<file path="config.mk">
export PLATFORM = sky130hd
export DESIGN_NAME = song_sequencer
export DESIGN_NICKNAME = d
export VERILOG_FILES = /design/src/rtl/song_sequencer.sv
export SDC_FILE = /design/constraint.sdc
export NUM_CORES = 1
export LEC_CHECK = 0
export ABC_AREA = 1
export ABC_CLOCK_PERIOD_IN_PS = 3300
export BUFFER_PORTS_ARGS = -buffer_cell sky130_fd_sc_hd__buf_4
export CAP_MARGIN = 25
export CORE_MARGIN = 4
export CORE_UTILIZATION = 35
export DETAILED_ROUTE_END_ITERATION = 10
export MAX_ROUTING_LAYER = met4
export SYNTH_ARGS = -nofsm -noshare
export SYNTH_HDL_FRONTEND = slang
export SYNTH_SLANG_ARGS = --single-unit
</file>
<file path="constraint.sdc">
create_clock -name clk -period 3.3 [get_ports clk]
set_clock_uncertainty 0.1 [all_clocks]
set_input_delay 0.825 -clock clk [delete_from_list [all_inputs] [get_ports clk]]
set_output_delay 0.825 -clock clk [all_outputs]
set_load 0.05 [all_outputs]
</file>
<file path="src/rtl/song_sequencer.sv">
// rtl/song_sequencer.sv - walks the song ROM and hands notes to the note player
module song_sequencer #(
  parameter int ADDR_W = 5,
  parameter int NOTE_W = 6,
  parameter int DUR_W  = 6
) (
  input  logic                     clk,
  input  logic                     reset,
  input  logic                     play,
  input  logic                     reset_player,
  input  logic [1:0]               song,
  output logic [ADDR_W+1:0]        rom_addr,
  input  logic [NOTE_W+DUR_W-1:0]  rom_data,
  output logic [NOTE_W-1:0]        note_out,
  output logic [DUR_W-1:0]         duration_out,
  output logic                     new_note,
  input  logic                     note_done,
  output logic                     song_done
);

  typedef enum logic [2:0] {
    S_IDLE,
    S_WAIT,
    S_CHECK,
    S_PLAYING,
    S_DONE
  } state_t;

  state_t              r_state;
  logic [ADDR_W-1:0]   r_idx;
  logic [NOTE_W-1:0]   r_note;
  logic [DUR_W-1:0]    r_dur;
  logic                r_new_note;
  logic                r_song_done;

  logic [NOTE_W-1:0]   w_rom_note;
  logic [DUR_W-1:0]    w_rom_dur;
  logic                w_end_marker;
  logic                w_last_idx;

  // ROM word is {note, duration}; a zero duration marks the end of the song
  assign w_rom_note   = rom_data[NOTE_W+DUR_W-1:DUR_W];
  assign w_rom_dur    = rom_data[DUR_W-1:0];
  assign w_end_marker = (w_rom_dur == '0);
  assign w_last_idx   = (r_idx == {ADDR_W{1'b1}});

  assign rom_addr     = {song, r_idx};
  assign note_out     = r_note;
  assign duration_out = r_dur;
  assign new_note     = r_new_note;
  assign song_done    = r_song_done;

  // Sequencer FSM: pulses are set on entry to PLAYING/DONE and cleared one edge later
  always_ff @(posedge clk) begin
    if (!reset) begin
      r_state     <= S_IDLE;
      r_idx       <= '0;
      r_note      <= '0;
      r_dur       <= '0;
      r_new_note  <= 1'b0;
      r_song_done <= 1'b0;
    end else if (reset_player) begin
      // Restart keeps the last note values so the player output is not disturbed
      r_state     <= S_IDLE;
      r_idx       <= '0;
      r_new_note  <= 1'b0;
      r_song_done <= 1'b0;
    end else begin
      r_new_note  <= 1'b0;
      r_song_done <= 1'b0;
      case (r_state)
        S_IDLE: begin
          if (play) r_state <= S_WAIT;
        end
        S_WAIT: begin
          // One cycle for the registered ROM to present data for the new address
          r_state <= S_CHECK;
        end
        S_CHECK: begin
          if (w_end_marker) begin
            r_state     <= S_DONE;
            r_song_done <= 1'b1;
          end else if (play) begin
            r_note     <= w_rom_note;
            r_dur      <= w_rom_dur;
            r_new_note <= 1'b1;
            r_state    <= S_PLAYING;
          end
        end
        S_PLAYING: begin
          if (note_done) begin
            if (w_last_idx) begin
              r_state     <= S_DONE;
              r_song_done <= 1'b1;
            end else begin
              r_idx   <= r_idx + ADDR_W'(1);
              r_state <= S_WAIT;
            end
          end
        end
        S_DONE: begin
          r_idx   <= '0;
          r_state <= S_IDLE;
        end
        default: begin
          r_state <= S_IDLE;
        end
      endcase
    end
  end

endmodule

</file>
Yosys cells after proc, flatten, opt, wreduce, memory -nomap -nowiden
Index checks and enable logic that the tools add are counted.
{"block": "op_classes", "addsub": 1, "n_eq_ne": 9, "muxes": 14, "n_bitwise": 4, "reduce_logical": 8}
{"op": "$mux 3", "n": 5}
{"op": "$pmux 3 s4", "n": 1}
{"op": "$mux 5", "n": 2}
{"op": "$pmux 5 s2", "n": 1}
{"op": "$eq 3x2->1 const B", "n": 2}
{"op": "$logic_not 6->1", "n": 1}
{"op": "$ne 2x2->1 const B", "n": 3}
{"op": "$reduce_and 3->1", "n": 2}
{"op": "$add 5x1->5 const B", "n": 1}
{"op": "$eq 5x5->1 const B", "n": 1}
{"op": "$mux 1", "n": 4}
{"op": "$not 1->1", "n": 4}
{"op": "$reduce_and 4->1", "n": 1}
{"op": "$reduce_or 4->1", "n": 1}
{"op": "$eq 3x1->1 const B", "n": 1}
{"op": "$eq 3x3->1 const B", "n": 1}
{"op": "$logic_not 3->1", "n": 1}
{"op": "$ne 3x3->1 const B", "n": 1}
{"op": "$pmux 1 s2", "n": 1}
{"op": "$reduce_bool 2->1", "n": 1}
{"op": "$reduce_or 2->1", "n": 1}
{"block": "word_totals", "regBits": 22, "inputBits": 19, "output_inout_bits": 21, "elab_cells": 42}

Logic depth before layout (Yosys ltp)
Gate-level depths: netlist of run 1.
{"block": "logic_depth", "depth_word": 4, "ltp_mapped": 11}

Worst setup path before layout of run 1
OpenSTA, ideal clock, no wires.
{"block": "synth_timing", "path_type": "reg-to-reg", "startpoint": "register r_idx[0]", "endpoint": "register r_idx[3]", "setup_time_ns": 0.070, "arrival_ns": 1.786, "required_ns": 3.130, "setup_slack_ns": 1.344, "path_stages_with_launch": 11, "period_less_slack_ns": 1.956, "cell_sequence": "dfxtp_1 ha_1 nand2_1 nor2_1 ha_1 inv_1 nand2_2 nand2_1 nand2_1 nand2_1 a21oi_1"}
{"block": "synth_via", "elab_chain_len": 4, "word_cells_on_any_way": 7, "classes_between": "add/sub (1); eq/ne (2); mux (3); reduce/logical (1)"}
{"element": "from (decl)", "line": "30", "rtl": "logic [ADDR_W-1:0] r_idx;"}
{"element": "from (signal assigned)", "line": "96", "rtl": "r_idx <= r_idx + ADDR_W'(1);"}
{"element": "$add 5x1->5", "line": "96"}
{"element": "$mux 5", "line": "92", "rtl": "if (w_last_idx) begin"}
{"element": "$mux 5", "line": "91", "rtl": "if (note_done) begin"}
{"element": "$pmux 5 s2", "line": "71", "rtl": "case (r_state)"}
Parallel ways exist; a longest one is shown, timed or not. The select of a mux whose other input is x is not followed.
A chain may end at the register's enable or synchronous reset.

Worst setup path in the final report of run 1
{"block": "layout_timing", "startpoint": "register r_idx[0]", "endpoint": "output port rom_addr[0]"}
{"element": "to (decl)", "line": "12", "rtl": "output logic [ADDR_W+1:0] rom_addr,"}
No word-level cell between the ends.

==> run summary, run 1 <==
Cell Chain, Critical Path = buf_4
row count = 19
Yosys top cell by area = dfxtp_1
synthesized net count = 165
Pleak = 0.611 nW
RSZ-0062 raised after global routing = false
number of synthesis warnings = 0
CP peak stage delay = 450 ps
WP data arrival = 990 ps
Final TNS setup = 0 ps
largest net degree at the start of global routing = 26
remaining antenna violation count = 0
vias in the first global route = 954
pwr/cell area = 394 mW/mm^2
Synth Cell Area = 0.00107 sq mm
Syn-to-layout area delta = 29.3%
GR Util met3 = 3.73%
register area share after synthesis = 41.3%
fraction of registers with async set/reset = 0%
Setup CP Type = register to output port
CTS tree = yes
leading cell type in the layout, fill and taps excluded = buf_4
worst-skew pair later-pin latency = 310 ps
status = finished clean
PostCTS Resize Cnt = 0
EDFF count, synth = 0
initial antenna violation count = 0
post-detail-place hpwl = 1860 microns
Yosys top cell area share = 41.3%
GP Congestion = 0.832
post-synthesis register bit count = 22
met2 Track Usage GR = 22.0%
DRC errors left = 0
met1 usage = 13.5%
Mapped Cells = 143
most used routing layer = met2
Antenna diodes = 0
Final period util = 58.1%
total grt overflow = 0
die area = 0.00400 sq mm
I/O Buffers = 35
crit path buf inv count = 1
DRT iter0 DRCs = 48
peak supply drop = 205 uV
Period minus WS final = 1920 ps
total CTS buffers = 3
drt first pass iters = 4
clock sinks = 22
layout cells sized above 1 = 29.9%
Detailed Route WL = 2330 microns
number of hold-repair buffers added at the cts stage = 0
Setup violations, final = 0
setup bufs post-CTS = 0
total power = 0.544 mW
Max clock buf depth = 2
Synth cell types = 22
syn_area_per_cell = 7.46 sq um
worst hold path type = register to register
Most used DFF post-synth = dfxtp_1
Initial Util = 37.7%
DR vias/cell = 4.66
Critical Path RT = 2370 ps
chip width = 63.2 microns
Worst-Margin Slew = 319 ps
Core Util, Final = 48.8%
total track usage = 12.4%
first-pass GRT wire length = 4000 microns
maximum clock rate = 0.521 GHz
Final Hold Fails = 0
max-cap viol count = 0
synth top area cells = dfxtp_1, inv_1, nand2_1
Nets = 200
Worst Path Max Fanout = 6
Core ar. = 0.00283 sq mm
clock-pin slew on the worst setup and hold paths = 130 ps
Die Span Y = 63.2 microns
Routed WL per cell = 11.2 microns
via count = 969
Crit. End Element = output port
CTS HTree Levels = 1
CP delay by family, top = flip-flops
slew margin rel. = 78.6%
Startpoint Class = register
commonest non-fill, non-tap cells in the layout = buf_4, inv_1, nand2_1, dfxtp_1, nor2_1
Max Slew Vio Count = 0
Root Driver = clkbuf_4
fill cell count = 313
io pins = 40
CP max stage cell = dfxtp_1
## through the flow
step / hold WS [ps] / std cells / area, sq um / setup slack, ps
after floorplan: 510 / 143 / 1070 / 1340
after global placement: 337 / 204 / 1330 / 1310
after detailed placement: 341 / 204 / 1330 / 1300
after CTS: 360 / 208 / 1380 / 1360
after global routing: 382 / 208 / 1380 / 1320
final: 361 / 208 / 1380 / 1380
## routing by layer
layer,vias to the layer above,share of wire [%]
li1,518,-
met1,433,42
met2,16,52
met3,2,5.0
met4,0,0.77
met5,-,0
## layout make-up
| type | instances | area (sq um) | area share, % |
|---|---|---|---|
| Multi-Input combinational cell | 91 | 492 | 35.6 |
| Sequential cell | 22 | 440 | 31.9 |
| Timing Repair Buffer | 35 | 263 | 19.0 |
| Inverter | 25 | 93.8 | 6.80 |
| Tap cell | 31 | 38.8 | 2.81 |
| Clock inverter | 1 | 30.0 | 2.18 |
| Clock buffer | 3 | 22.5 | 1.63 |
## final timing paths
| path | from | endpoint | slack (ps) | cells after the start |
|---|---|---|---|---|
| max | r_idx[0] | rom_addr[0] | 1380 | 1 |
| min | duration_out[3] | duration_out[3] | 360 | 2 |
| max reg2reg | r_idx[0] | r_idx[4] | 1540 | 10 |
| min reg2reg | duration_out[3] | duration_out[3] | 360 | 2 |
## flip-flops by register name, indices dropped and copies added (netlist names)
name,count
duration_out,6
note_out,6
r_idx,5
r_state,3
new_note,1
song_done,1
## power by group
part           switching [mW]  leakage [nW]  total [mW]  internal (mW)
sequential            0.00313         0.178       0.273          0.270
combinational          0.0373         0.405      0.0637         0.0265
clock                  0.0847        0.0279       0.207          0.123
## cells by family after synthesis
family	share of synthesized area, %
simple gates	22.9
buf+inv	12.7
flops	41.3
fa+ha+maj	3.52
compound gates	19.7
## Yosys cell counts, types with 3 or more instances
cell type and number:
a21oi_1 11, a21oi_2 7, dfxtp_1 22, ha_1 3
inv_1 24, nand2_1 22, nand3_1 6, nor2_1 17
o21ai_0 5, o21ai_1 9
Note: power is estimated with default switching activity, not from simulation.
==> inputs of run 2 (changes only) <==
--- a/config.mk
+++ b/config.mk
@@ -6,7 +6,7 @@
 export NUM_CORES = 1
 export LEC_CHECK = 0
 export ABC_AREA = 1
-export ABC_CLOCK_PERIOD_IN_PS = 3300
+export ABC_CLOCK_PERIOD_IN_PS = 1800
 export BUFFER_PORTS_ARGS = -buffer_cell sky130_fd_sc_hd__buf_4
 export CAP_MARGIN = 25
 export CORE_MARGIN = 4
==> constraint.sdc (replaced) <==
create_clock -name clk -period 1.8 [get_ports clk]
set_clock_uncertainty 0.1 [all_clocks]
set_input_delay 0.45 -clock clk [delete_from_list [all_inputs] [get_ports clk]]
set_output_delay 0.45 -clock clk [all_outputs]
set_load 0.05 [all_outputs]
==> run 2 against run 1 <==
  * First-iteration DRC count down 25%
  * Sequential power is 82% higher
  * Wire length is 1.5% higher
  * Die area did not move
  * Non-clock buffer count up 3
  * Critical endpoint is now r_idx[1]
  * Power grew 54%
  * Cell count rose by 0.96%
  * Combinational power rose by 90%
  * Worst hold slack got worse by 53 ps
  * Register-to-register slack got worse by 1400 ps
  * Worst setup slack got worse by 1300 ps
==> run summary, run 2 (same netlist as run 1, synthesis figures left out) <==
leading cell type in the layout, fill and taps excluded = buf_4
Root Driver = clkbuf_4
Max Slew Vio Count = 0
Final TNS setup = 0 ps
Nets = 203
post-detail-place hpwl = 1850 microns
status = finished clean
Die Span Y = 63.2 microns
Syn-to-layout area delta = 30.0%
first-pass GRT wire length = 3960 microns
Flop pwr share = 59.4%
Routed WL per cell = 11.2 microns
Period minus WS final = 1690 ps
Core Util, Final = 49.0%
fin cells = 210
Max clock buf depth = 2
Comb pwr share = 14.4%
dpl cell area = 0.00135 sq mm
DRT iter0 DRCs = 36
Detailed Route WL = 2360 microns
Switching Share = 25.8%
Final period util = 94.1%
number of hold-repair buffers added at the cts stage = 0
via count = 1028
Core ar. = 0.00283 sq mm
vias in the first global route = 949
Initial Util = 37.7%
CTS HTree Levels = 1
fin area = 0.00139 sq mm
Startpoint Class = register
total power = 0.838 mW
total CTS buffers = 3
fill cell count = 280
Antenna diodes = 0
initial antenna violation count = 0
layout cells sized above 1 = 33.5%
Worst Path Max Fanout = 6
Critical Path RT = 1940 ps
I/O Buffers = 35
Pleak = 0.615 nW
GP Congestion = 0.832
Setup violations, final = 0
switching pwr = 0.217 mW
drt first pass iters = 4
Clock Power Share = 26.2%
Final Hold Fails = 0
largest net degree at the start of global routing = 26
DR vias/cell = 4.90
die area = 0.00400 sq mm
CTS tree = yes
slew margin rel. = 76.8%
peak supply drop = 325 uV
chip width = 63.2 microns
worst-skew pair later-pin latency = 300 ps
Pint = 0.622 mW
Setup CP Type = register to register
Crit. End Element = register
total track usage = 12.4%
pwr/cell area = 604 mW/mm^2
worst hold path type = primary input to register
row count = 19
remaining antenna violation count = 0
Worst-Margin Slew = 346 ps
commonest non-fill, non-tap cells in the layout = buf_4, inv_1, nand2_1, dfxtp_1, nor2_1
clock-pin slew on the worst setup and hold paths = 120 ps
clock sinks = 22
total grt overflow = 0
io pins = 40
max-cap viol count = 0
DRC errors left = 0
# placed instances = 206
maximum clock rate = 0.591 GHz
WP data arrival = 1840 ps
[run 2: per-layer routing]
metal | wire, microns | global-route usage (%) | vias to the layer above
met1 | 1100 | 15.1 | 466
met2 | 1130 | 19.8 | 36
met4 | 27 | 3.23 | 0
li1 | - | - | 522
met3 | 111 | 4.09 | 4
met5 | 0 | - | -
[run 2: power groups by stage]
stage | combinational, mW | clock (mW) | sequential [mW]
2_1_floorplan | 0.0634 | 0 | 0.531
3_3_place_gp | 0.120 | 0 | 0.512
3_5_place_dp | 0.121 | 0 | 0.512
4_1_cts | 0.121 | 0.231 | 0.501
5_1_grt | 0.134 | 0.253 | 0.499
6_report | 0.121 | 0.219 | 0.498
[run 2: cell type report]
cell class                 count  area (sq um)  share of cell area (%)
clock buffer                   3          22.5                    1.62
timing repair buffer          38           285                    20.6
tap                           31          38.8                    2.80
multi-input combinational     91           499                    36.0
sequential                    22           448                    32.3
inverter                      25          93.8                    6.76
[run 2: worst paths after layout]
check	startpoint	to	slack (ps)	cells after the start
setup reg to reg	r_idx[0]	r_idx[1]	110	10
hold / removal	rom_data[8]	note_out[2]	310	3
setup / recovery	r_idx[0]	r_idx[1]	110	10
hold reg to reg	note_out[0]	note_out[0]	360	2
[run 2: metrics by stage]
| stage | setup WS [ps] | hold WS [ps] |
|---|---|---|
| 2_1_floorplan | 58.3 | 485 |
| 3_3_place_gp | 196 | 333 |
| 3_5_place_dp | 178 | 342 |
| 4_1_cts | 158 | 305 |
| 5_1_grt | -18.7 | 305 |
| 6_report | 107 | 308 |
[run 2: timing repair]
action,CTS,global route
buffers inserted,0,1
gates resized for setup,0,5
hold endpoints to repair,0,0
endpoints found under the setup margin,0,5
[run 2: critical path: stages (launching register included)]
cell and delay, ps:
dfxtp_4 380, ha_1 230, nand2_2 100, nor2_2 50
ha_1 170, inv_1 60, nand2_2 80, a21oi_4 220
buf_4 140, nor2_1 30, a21oi_1 90
